### src/rtl/game_pkg.sv
// Shared geometry, fixed-point format and ball state type for the game logic.
package game_pkg;
    localparam int FP_SHIFT  = 6;
    localparam int SCREEN_W  = 640;
    localparam int SCREEN_H  = 480;
    localparam int BALL_SIZE = 16;
    localparam int PADDLE_W  = 64;
    localparam int PADDLE_Y  = 440;

    localparam int LEFT   = 3;
    localparam int TOP    = 2;
    localparam int RIGHT  = 1;
    localparam int BOTTOM = 0;

    localparam int POS_W = 17;
    localparam int SPD_W = 11;

    typedef enum logic [1:0] {
        PARKED = 2'd0,
        MOVING = 2'd1,
        LOST   = 2'd2
    } ball_state_t;

    function automatic logic signed [POS_W-1:0] to_fp(input int pix);
        return POS_W'(pix * (1 << FP_SHIFT));
    endfunction
endpackage

### src/rtl/ball_move.sv
// Ball motion controller: parked on the paddle, launched, bounced off walls and
// objects once per frame, and re-parked after a loss delay.
//   state  | meaning
//   PARKED | ball rides the paddle, waits for a latched launch
//   MOVING | ball flies; reflect at frame start, step one cycle later
//   LOST   | ball fell below the screen; count frames before re-parking
module ball_move
    import game_pkg::*;
#(
    parameter int INIT_X_SPEED     = 120,
    parameter int INIT_Y_SPEED     = -180,
    parameter int LOST_WAIT_FRAMES = 60
) (
    input  logic        clk,
    input  logic        resetN,
    input  logic        startOfFrame,
    input  logic        launch,
    input  logic        collision,
    input  logic [3:0]  HitEdgeCode,
    input  logic [10:0] paddleX,
    output logic [10:0] topLeftX,
    output logic [10:0] topLeftY,
    output logic        moving,
    output logic        ballLost
);
    localparam int CNT_W = 16;
    // 312 is the parked X for a paddle at 288, i.e. roughly centred on screen.
    localparam logic signed [POS_W-1:0] RESET_X  = to_fp(312);
    localparam logic signed [POS_W-1:0] PARK_Y   = to_fp(PADDLE_Y - BALL_SIZE);
    localparam logic signed [POS_W-1:0] X_MAX    = to_fp(SCREEN_W - BALL_SIZE);
    localparam logic signed [POS_W-1:0] Y_LOST   = to_fp(SCREEN_H);
    localparam logic [10:0]             PARK_DX  = 11'(PADDLE_W / 2 - BALL_SIZE / 2);
    localparam logic signed [SPD_W-1:0] X_LAUNCH = SPD_W'(INIT_X_SPEED);
    localparam logic signed [SPD_W-1:0] Y_LAUNCH = SPD_W'(INIT_Y_SPEED);
    localparam logic [CNT_W-1:0]        WAIT_LD  = CNT_W'(LOST_WAIT_FRAMES);

    ball_state_t state, state_next;
    logic signed [POS_W-1:0] x_pos, y_pos, x_next, y_next, park_x, y_step;
    logic signed [SPD_W-1:0] x_spd, y_spd, x_spd_next, y_spd_next;
    logic [3:0]       hit, hit_next;
    logic             pending, pending_next;
    logic [CNT_W-1:0] cnt, cnt_next;
    logic             lost_next;
    logic             sof_d;
    logic             flip_x, flip_y;
    logic             x_neg, x_pos_dir, y_neg, y_pos_dir;

    assign park_x    = {paddleX + PARK_DX, {FP_SHIFT{1'b0}}};
    assign y_step    = y_pos + POS_W'(y_spd);
    assign x_neg     = x_spd[SPD_W-1];
    assign x_pos_dir = !x_spd[SPD_W-1] && (x_spd != '0);
    assign y_neg     = y_spd[SPD_W-1];
    assign y_pos_dir = !y_spd[SPD_W-1] && (y_spd != '0);

    always_comb begin
        state_next   = state;
        x_next       = x_pos;
        y_next       = y_pos;
        x_spd_next   = x_spd;
        y_spd_next   = y_spd;
        hit_next     = hit;
        pending_next = pending;
        cnt_next     = cnt;
        lost_next    = 1'b0;
        flip_x       = 1'b0;
        flip_y       = 1'b0;
        unique case (state)
            PARKED: begin
                x_spd_next = '0;
                y_spd_next = '0;
                hit_next   = '0;
                cnt_next   = '0;
                if (launch) pending_next = 1'b1;
                if (startOfFrame) begin
                    x_next = park_x;
                    y_next = PARK_Y;
                    if (pending) begin
                        state_next   = MOVING;
                        x_spd_next   = X_LAUNCH;
                        y_spd_next   = Y_LAUNCH;
                        pending_next = 1'b0;
                    end
                end
            end
            MOVING: begin
                pending_next = 1'b0;
                if (collision) hit_next = hit | HitEdgeCode;
                if (startOfFrame) begin
                    // One OR per axis, so a wall and an object on the same side flip once.
                    flip_x = (hit[LEFT] && x_neg) || (hit[RIGHT] && x_pos_dir)
                          || ((x_pos[POS_W-1] || x_pos == '0) && x_neg)
                          || ((x_pos >= X_MAX) && x_pos_dir);
                    flip_y = (hit[TOP] && y_neg) || (hit[BOTTOM] && y_pos_dir)
                          || ((y_pos[POS_W-1] || y_pos == '0) && y_neg);
                    if (flip_x) x_spd_next = -x_spd;
                    if (flip_y) y_spd_next = -y_spd;
                    hit_next = collision ? HitEdgeCode : 4'b0000;
                end else if (sof_d) begin
                    x_next = x_pos + POS_W'(x_spd);
                    y_next = y_step;
                    if (y_step >= Y_LOST) begin
                        state_next = LOST;
                        lost_next  = 1'b1;
                        x_spd_next = '0;
                        y_spd_next = '0;
                        cnt_next   = WAIT_LD;
                    end
                end
            end
            LOST: begin
                pending_next = 1'b0;
                hit_next     = '0;
                if (startOfFrame) begin
                    if (cnt <= CNT_W'(1)) begin
                        state_next = PARKED;
                        cnt_next   = '0;
                        x_next     = park_x;
                        y_next     = PARK_Y;
                    end else begin
                        cnt_next = cnt - CNT_W'(1);
                    end
                end
            end
            default: state_next = PARKED;
        endcase
    end

    always_ff @(posedge clk or negedge resetN) begin
        if (!resetN) state <= PARKED;
        else         state <= state_next;
    end

    always_ff @(posedge clk or negedge resetN) begin
        if (!resetN) begin
            x_pos    <= RESET_X;
            y_pos    <= PARK_Y;
            x_spd    <= '0;
            y_spd    <= '0;
            hit      <= '0;
            pending  <= 1'b0;
            cnt      <= '0;
            ballLost <= 1'b0;
            sof_d    <= 1'b0;
        end else begin
            x_pos    <= x_next;
            y_pos    <= y_next;
            x_spd    <= x_spd_next;
            y_spd    <= y_spd_next;
            hit      <= hit_next;
            pending  <= pending_next;
            cnt      <= cnt_next;
            ballLost <= lost_next;
            sof_d    <= startOfFrame;
        end
    end

    assign topLeftX = x_pos[POS_W-1:FP_SHIFT];
    assign topLeftY = y_pos[POS_W-1:FP_SHIFT];
    assign moving   = (state == MOVING);
endmodule
### config.mk
export PLATFORM = sky130hd
export DESIGN_NAME = ball_move
export DESIGN_NICKNAME = d
export VERILOG_FILES = /design/src/rtl/game_pkg.sv /design/src/rtl/ball_move.sv
export SDC_FILE = /design/constraint.sdc
export NUM_CORES = 1
export LEC_CHECK = 0
export CELL_PAD_IN_SITES_DETAIL_PLACEMENT = 1
export CELL_PAD_IN_SITES_GLOBAL_PLACEMENT = 2
export CORE_MARGIN = 2
export CORE_UTILIZATION = 30
export DETAILED_ROUTE_END_ITERATION = 7
export HOLD_SLACK_MARGIN = 0.15
export PLACE_DENSITY_LB_ADDON = 0.3
export SKIP_CTS_REPAIR_TIMING = 1
export SYNTH_ARGS = -nofsm -noshare
export SYNTH_HDL_FRONTEND = slang
export SYNTH_SLANG_ARGS = --single-unit
### constraint.sdc
create_clock -name clk -period 6.2 [get_ports clk]
set_input_delay 0.93 -clock clk [delete_from_list [all_inputs] [get_ports clk]]
set_output_delay 0.93 -clock clk [all_outputs]
set_load 0.005 [all_outputs]
==> Yosys cells after proc, flatten, opt, wreduce, memory -nomap -nowiden <==
Index checks and enable logic that the tools add are counted.
{ "totals": {"word_cells": 119, "inputBits": 20, "register_bits": 81, "output_inout_bits": 24} }
{ "op_classes": {"eq_ne": 14, "n_reduce_logical": 35, "n_lt_le_gt_ge": 3, "bitwise_logic": 1, "addsub": 6, "mux": 50} }
{ "op_table": {"columns": ["operator", "count"], "rows": [
  ["$mux W17", 10],
  ["$pmux W17 S3", 2],
  ["$mux W11", 8],
  ["$mux W16", 5],
  ["$pmux W16 S3", 1],
  ["$pmux W11 S2", 2],
  ["$add A17 B11 Y17", 2],
  ["$logic_not A17 Y1", 2],
  ["$neg A11 Y11", 2],
  ["$reduce_bool A11 Y1", 2],
  ["$ge A17 B16 Y1 const B", 1],
  ["$ge A17 B17 Y1 const B", 1],
  ["$le A16 B1 Y1 const B", 1],
  ["$sub A16 B1 Y16 const B", 1],
  ["$mux W2", 7],
  ["$mux W7", 2],
  ["$mux W4", 3],
  ["$ne A3 B2 Y1 const B", 4],
  ["$add A11 B5 Y11 const B", 1],
  ["$ne A2 B2 Y1 const B", 5],
  ["$logic_and A1 B1 Y1", 9],
  ["$pmux W4 S2", 1],
  ["$reduce_and A4 Y1", 2],
  ["$logic_or A1 B1 Y1", 7],
  ["17 further kinds", 28]
]} }

==> Logic depth before layout (Yosys ltp) <==
{ "logic_depth": {"word_depth": 9, "depth_mapped": 11, "mapped_depth_nobuf": 10} }

==> Least setup slack after synthesis <==
Ideal clock, no wire load.
{ "synth_path": {"kind": "reg2reg", "startpoint": "register y_spd[5]", "endpoint": "register cnt[10]", "t_required_ps": 6096, "setup_slack_ps": 3139, "arrival_time_ps": 2957, "path_buffers": 1, "setup_ps": 104, "period_less_slack_ps": 3061, "path_stages_with_launch": 12, "cell_sequence": "dfrtp_1 ha_1 nand2_1 o31a_2 o31ai_4 nor2_1 a221oi_2 mux2i_1 a31oi_2 or2_1 buf_6 o41ai_4"} }
{ "synth_between": {"elab_chain_len": 4} }
{ "synth_lines": {"columns": ["element", "line", "rtl"], "rows": [
  ["from (decl)", "ball_move.sv:39", "logic signed [SPD_W-1:0] x_spd, y_spd, x_spd_next, y_spd_next;"],
  ["from (signal assigned)", "ball_move.sv:148", "y_spd <= y_spd_next;"],
  ["$add A17 B11 Y17", "ball_move.sv:49", "assign y_step = y_pos + POS_W'(y_spd);"],
  ["$ge A17 B16 Y1", "ball_move.sv:101", "if (y_step >= Y_LOST) begin"],
  ["$ne A2 B1 Y1 (no line)", null, null],
  ["$reduce_and A5 Y1 (no line)", null, null],
  ["to (signal assigned)", "ball_move.sv:151", "cnt <= cnt_next;"],
  ["to (decl)", "ball_move.sv:42", "logic [CNT_W-1:0] cnt, cnt_next;"]
]} }
Every way passes these cells.
A chain may end at the register's enable or synchronous reset.

==> Worst setup path after layout <==
{ "layout_path": {"startpoint": "register y_spd[10]", "endpoint": "register cnt[14]"} }
Same word-level chain as after synthesis.

==> summary by stage <==
Routing
Wires add up to around 16 mm. After detailed routing, the number of remaining DRC violations is 0. The per-cell routed wire length is roughly 18 um. The first-iteration detailed-routing DRC count is roughly 220. The count of nets left with antenna violations after detail routing is 0. Using the TritonRoute via totals, the vias-per-cell ratio works out to 5.37. The first-pass detailed-route iteration total is 4. Across all layers, the routed design uses 4944 vias.

Logic synthesis
sky130_fd_sc_hd__nand2_1 is the most common cell in the netlist. After synthesis, the largest family of logic cells by area is compound AO/OA/AOI/OAI gates. The synthesized-area fraction occupied by xor and xnor cells is 4.58%. The sequential-to-total area share from yosys stat is 34.8%. The largest area contributor in the synthesized netlist is sky130_fd_sc_hd__dfrtp_1.

In the post-synthesis netlist, the biggest area contributors are sky130_fd_sc_hd__dfrtp_1 (31%), sky130_fd_sc_hd__ha_1 (9.2%), sky130_fd_sc_hd__nand2_1 (5.0%). The share of async-settable or async-resettable flops after synthesis is 100%. The area share of the leading cell type in the synthesized netlist is 31.1%. The mux cell area share after synthesis is 1.07%.

The area share of fa/ha/maj cells after synthesis is 9.20%. The number of flip-flops and latches in the synthesized netlist is 79. The cell area that synthesis handed to floorplanning was 5710 um2. The mean instance size in the synthesized netlist is 8.53 um2. The number of nets produced by synthesis is 732. After technology mapping, the gate count stands at 670. Of the total synthesized cell area, the portion taken by AND, OR, NAND and NOR gates is between 15 and 20%. The number of library cell types mapped by synthesis is 66. The top flip-flop cell by instance count after synthesis is sky130_fd_sc_hd__dfrtp_1. Yosys mapped a number of flops with a built-in enable equal to 0. The fraction of the mapped netlist area in compound gates is 24.8%. Counting instances in the post-synthesis netlist gives the leading cell types as sky130_fd_sc_hd__nand2_1 (76), sky130_fd_sc_hd__nor2_1 (72), sky130_fd_sc_hd__dfrtp_1 (71). The number of warning messages in the yosys log is 0.

Placed design
After detailed placement, the total cell area comes to a little over 6000 um2. Prior to clock tree synthesis, the placed netlist has a worst setup slack of about 2200 ps. The HPWL after detailed placement is 12.1 mm. The routability congestion estimate from global placement is ~0.86.

The number of buffers inserted by port buffering is 43.

Critical path
The logic depth of the worst register-to-register path is 10. The element type at the critical path end is a register. Data arrives at the worst endpoint at 4270 ps. In this run the worst path has a maximum fanout of 23. The origin of the critical flop-to-flop path is y_spd[10]. The endpoint identified for the worst register-to-register timing path is cnt[14]. STA classifies the critical path startpoint as a register. STA puts the critical path data required time at 6410 ps. The worst setup path category is reg -> reg. Across all register-to-register paths, the minimum setup slack is roughly 2100 ps.

GRT
After global routing the overflow that remains totals 0. The number of global-route vias before repair is 5301. The global-route usage over all layers is between 15 and 20%. The initial antenna violation count came to 0. The first global-routing pass estimated 27.5 mm of wire. The pin count of the biggest net entering global routing is 47.

Pwr
Of the total power, the share spent switching nets is 47.8%. Registers are responsible for 26.7% of the overall power. For this design the static power due to leakage is 2.80 nW. The power share of the combinational group is 58.4%. Internal power comes to 1.80 mW. Power spread over the standard cell area amounts to 532 nW/um2. Of the total power, the clock network draws 14.9%. After layout, the design draws a total of 3.44 mW.

The switching component of the power is 1.65 mW. The peak ir drop on the vdd network is 0.183 mV.

Run
The reported max-cap violation count is 0.

CTS
The clock tree buffer depth is 2. TritonCTS built the clock tree. The clock-pin transition on the worst setup and hold timing paths is about 60 ps. The clock network latency to the later pin of the worst-skew pair is 350 ps. The number of H-tree levels is 3. For this design, the sink count on the clock tree is 79. The number of buffers created by CTS is 9. The CTS root buffer is sky130_fd_sc_hd__clkbuf_16.

Die
The area of the placeable core is 18700 um2. 44 I/O pins were placed. The effective utilization at floorplan is slightly above 30%.

In this run the vertical extent of the chip is 142 um. The die covers 20200 um2. The die is 142 um wide. The number of core rows is 50.

STA
Summed over all failing endpoints, the final setup total negative slack is 0 ps. The time the final worst path needs with I/O delays and setup is 4060 ps. Of the available clock period, the critical path in the final layout requires 65.5%. Setup repair after global routing left no endpoint under its margin. In this run the tightest slew margin relative to its limit is approximately 31%.

The final hold violation count was 0. After layout, the worst setup slack is 2140 ps. The highest clock frequency the design can meet is 246 MHz. The number of endpoints failing setup at the final stage is 0. For the pin with the worst max-slew slack, the measured transition is 1030 ps.

The clock tree skew after final layout is 6.14 ps. The count of final max-slew check failures is 0.

Worst hold path
The number of instances on the worst hold path is 1. The worst hold path endpoint is x_pos[0]. The class of the tightest hold or removal check is reg -> reg. The worst hold path begins at x_pos[0].

Layout
Summing all non-filler instances in the final layout gives an area of ~6500 um2. Cells fill between 30 and 40% of the core in the end. The fraction of layout cells with a size suffix above 1 is ~6.7%.

The net count of the finished layout is 743. The number of fill cells in the layout is 2193. The repair_antennas step left the layout with diodes totalling 0.

The area overhead of the layout relative to synthesis is 13.2%.

Outcome
The run finished with clean final reports.
==> kinds of logic (layout without fill, tap and decap cells) <==
logic type / count (synthesis) / count (layout)
compound gates: 206 / 206
xor+xnor: 29 / 29
fa+ha+maj: 42 / 42
buf+inv: 65 / 81
flops: 79 / 79
mux: 6 / 6
simple gates: 243 / 243
==> power groups by stage <==
stage / combinational, mW / sequential, mW / clock, mW
floorplan: 1.56 / 0.840 / 0
global placement: 1.94 / 0.917 / 0
detailed placement: 2.03 / 0.926 / 0
CTS: 2.03 / 0.920 / 0.532
global route: 2.27 / 0.952 / 0.550
finish: 2.01 / 0.920 / 0.512
==> cells in the final DEF, fill, tap and decap left out, types with 15 or more instances in the layout <==
cell,Yosys,final
sky130_fd_sc_hd__a21oi_1,51,51
sky130_fd_sc_hd__clkdlybuf4s50_1,0,42
sky130_fd_sc_hd__dfrtp_1,71,71
sky130_fd_sc_hd__ha_1,42,41
sky130_fd_sc_hd__inv_1,17,17
sky130_fd_sc_hd__nand2_1,76,76
sky130_fd_sc_hd__nor2_1,72,72
sky130_fd_sc_hd__nor3_1,28,28
sky130_fd_sc_hd__o21ai_0,53,53
sky130_fd_sc_hd__xnor2_1,15,15
==> final cells by class <==
| type | count | area, um2 | share of cell area, % |
|---|---|---|---|
| well taps | 234 | 293 | 4.52 |
| inverters | 17 | 63.8 | 0.986 |
| repair buffers | 48 | 465 | 7.19 |
| clock buffers | 16 | 272 | 4.20 |
| flip-flops and latches | 79 | 1990 | 30.7 |
| multi-input cells | 526 | 3390 | 52.4 |
==> metrics by stage <==
stage | instances | hold slack, ps
4_1_cts | 920 | 499
3_3_place_gp | 904 | 471
5_1_grt | 920 | 521
3_5_place_dp | 904 | 483
2_1_floorplan | 670 | 447
6_report | 920 | 492
==> critical path, cell delays in order (launching register included) <==
cell and delay (ps):
sky130_fd_sc_hd__dfrtp_1 550, sky130_fd_sc_hd__ha_1 470, sky130_fd_sc_hd__and3_1 250, sky130_fd_sc_hd__nand3_1 140, sky130_fd_sc_hd__o31ai_4 340, sky130_fd_sc_hd__nor2_1 100, sky130_fd_sc_hd__a221oi_2 300, sky130_fd_sc_hd__mux2i_1 210
sky130_fd_sc_hd__a31oi_2 880, sky130_fd_sc_hd__or2_1 530, sky130_fd_sc_hd__o21ai_1 140
==> worst max-delay path by stage <==
stage               startpoint      end  slack (ps)  depth (start not counted)
floorplan             y_spd[5]  cnt[10]        3140                         11
global placement     y_spd[10]  cnt[14]        2320                         10
detailed placement    y_spd[2]  cnt[14]        2170                         10
CTS                  y_spd[10]  cnt[14]        2150                         10
global route         y_spd[10]  cnt[14]        1830                         10
finish               y_spd[10]  cnt[14]        2140                         10
==> flip-flops by register name (all words and copies together), names as in the netlist <==
signal,count
state,2
cnt,16
x_spd,10
ballLost,1
x_pos,17
y_spd,10
y_pos,17
hit,4
pending,1
sof_d,1
==> per-layer routing <==
layer	GRT usage [%]	vias up	wire, um
li1	-	2434	-
met1	22.1	2444	7700
met2	29.6	51	7990
met3	2.93	15	428
met4	4.79	0	229
met5	0	-	0
Note: power is estimated with default switching activity, not from simulation.
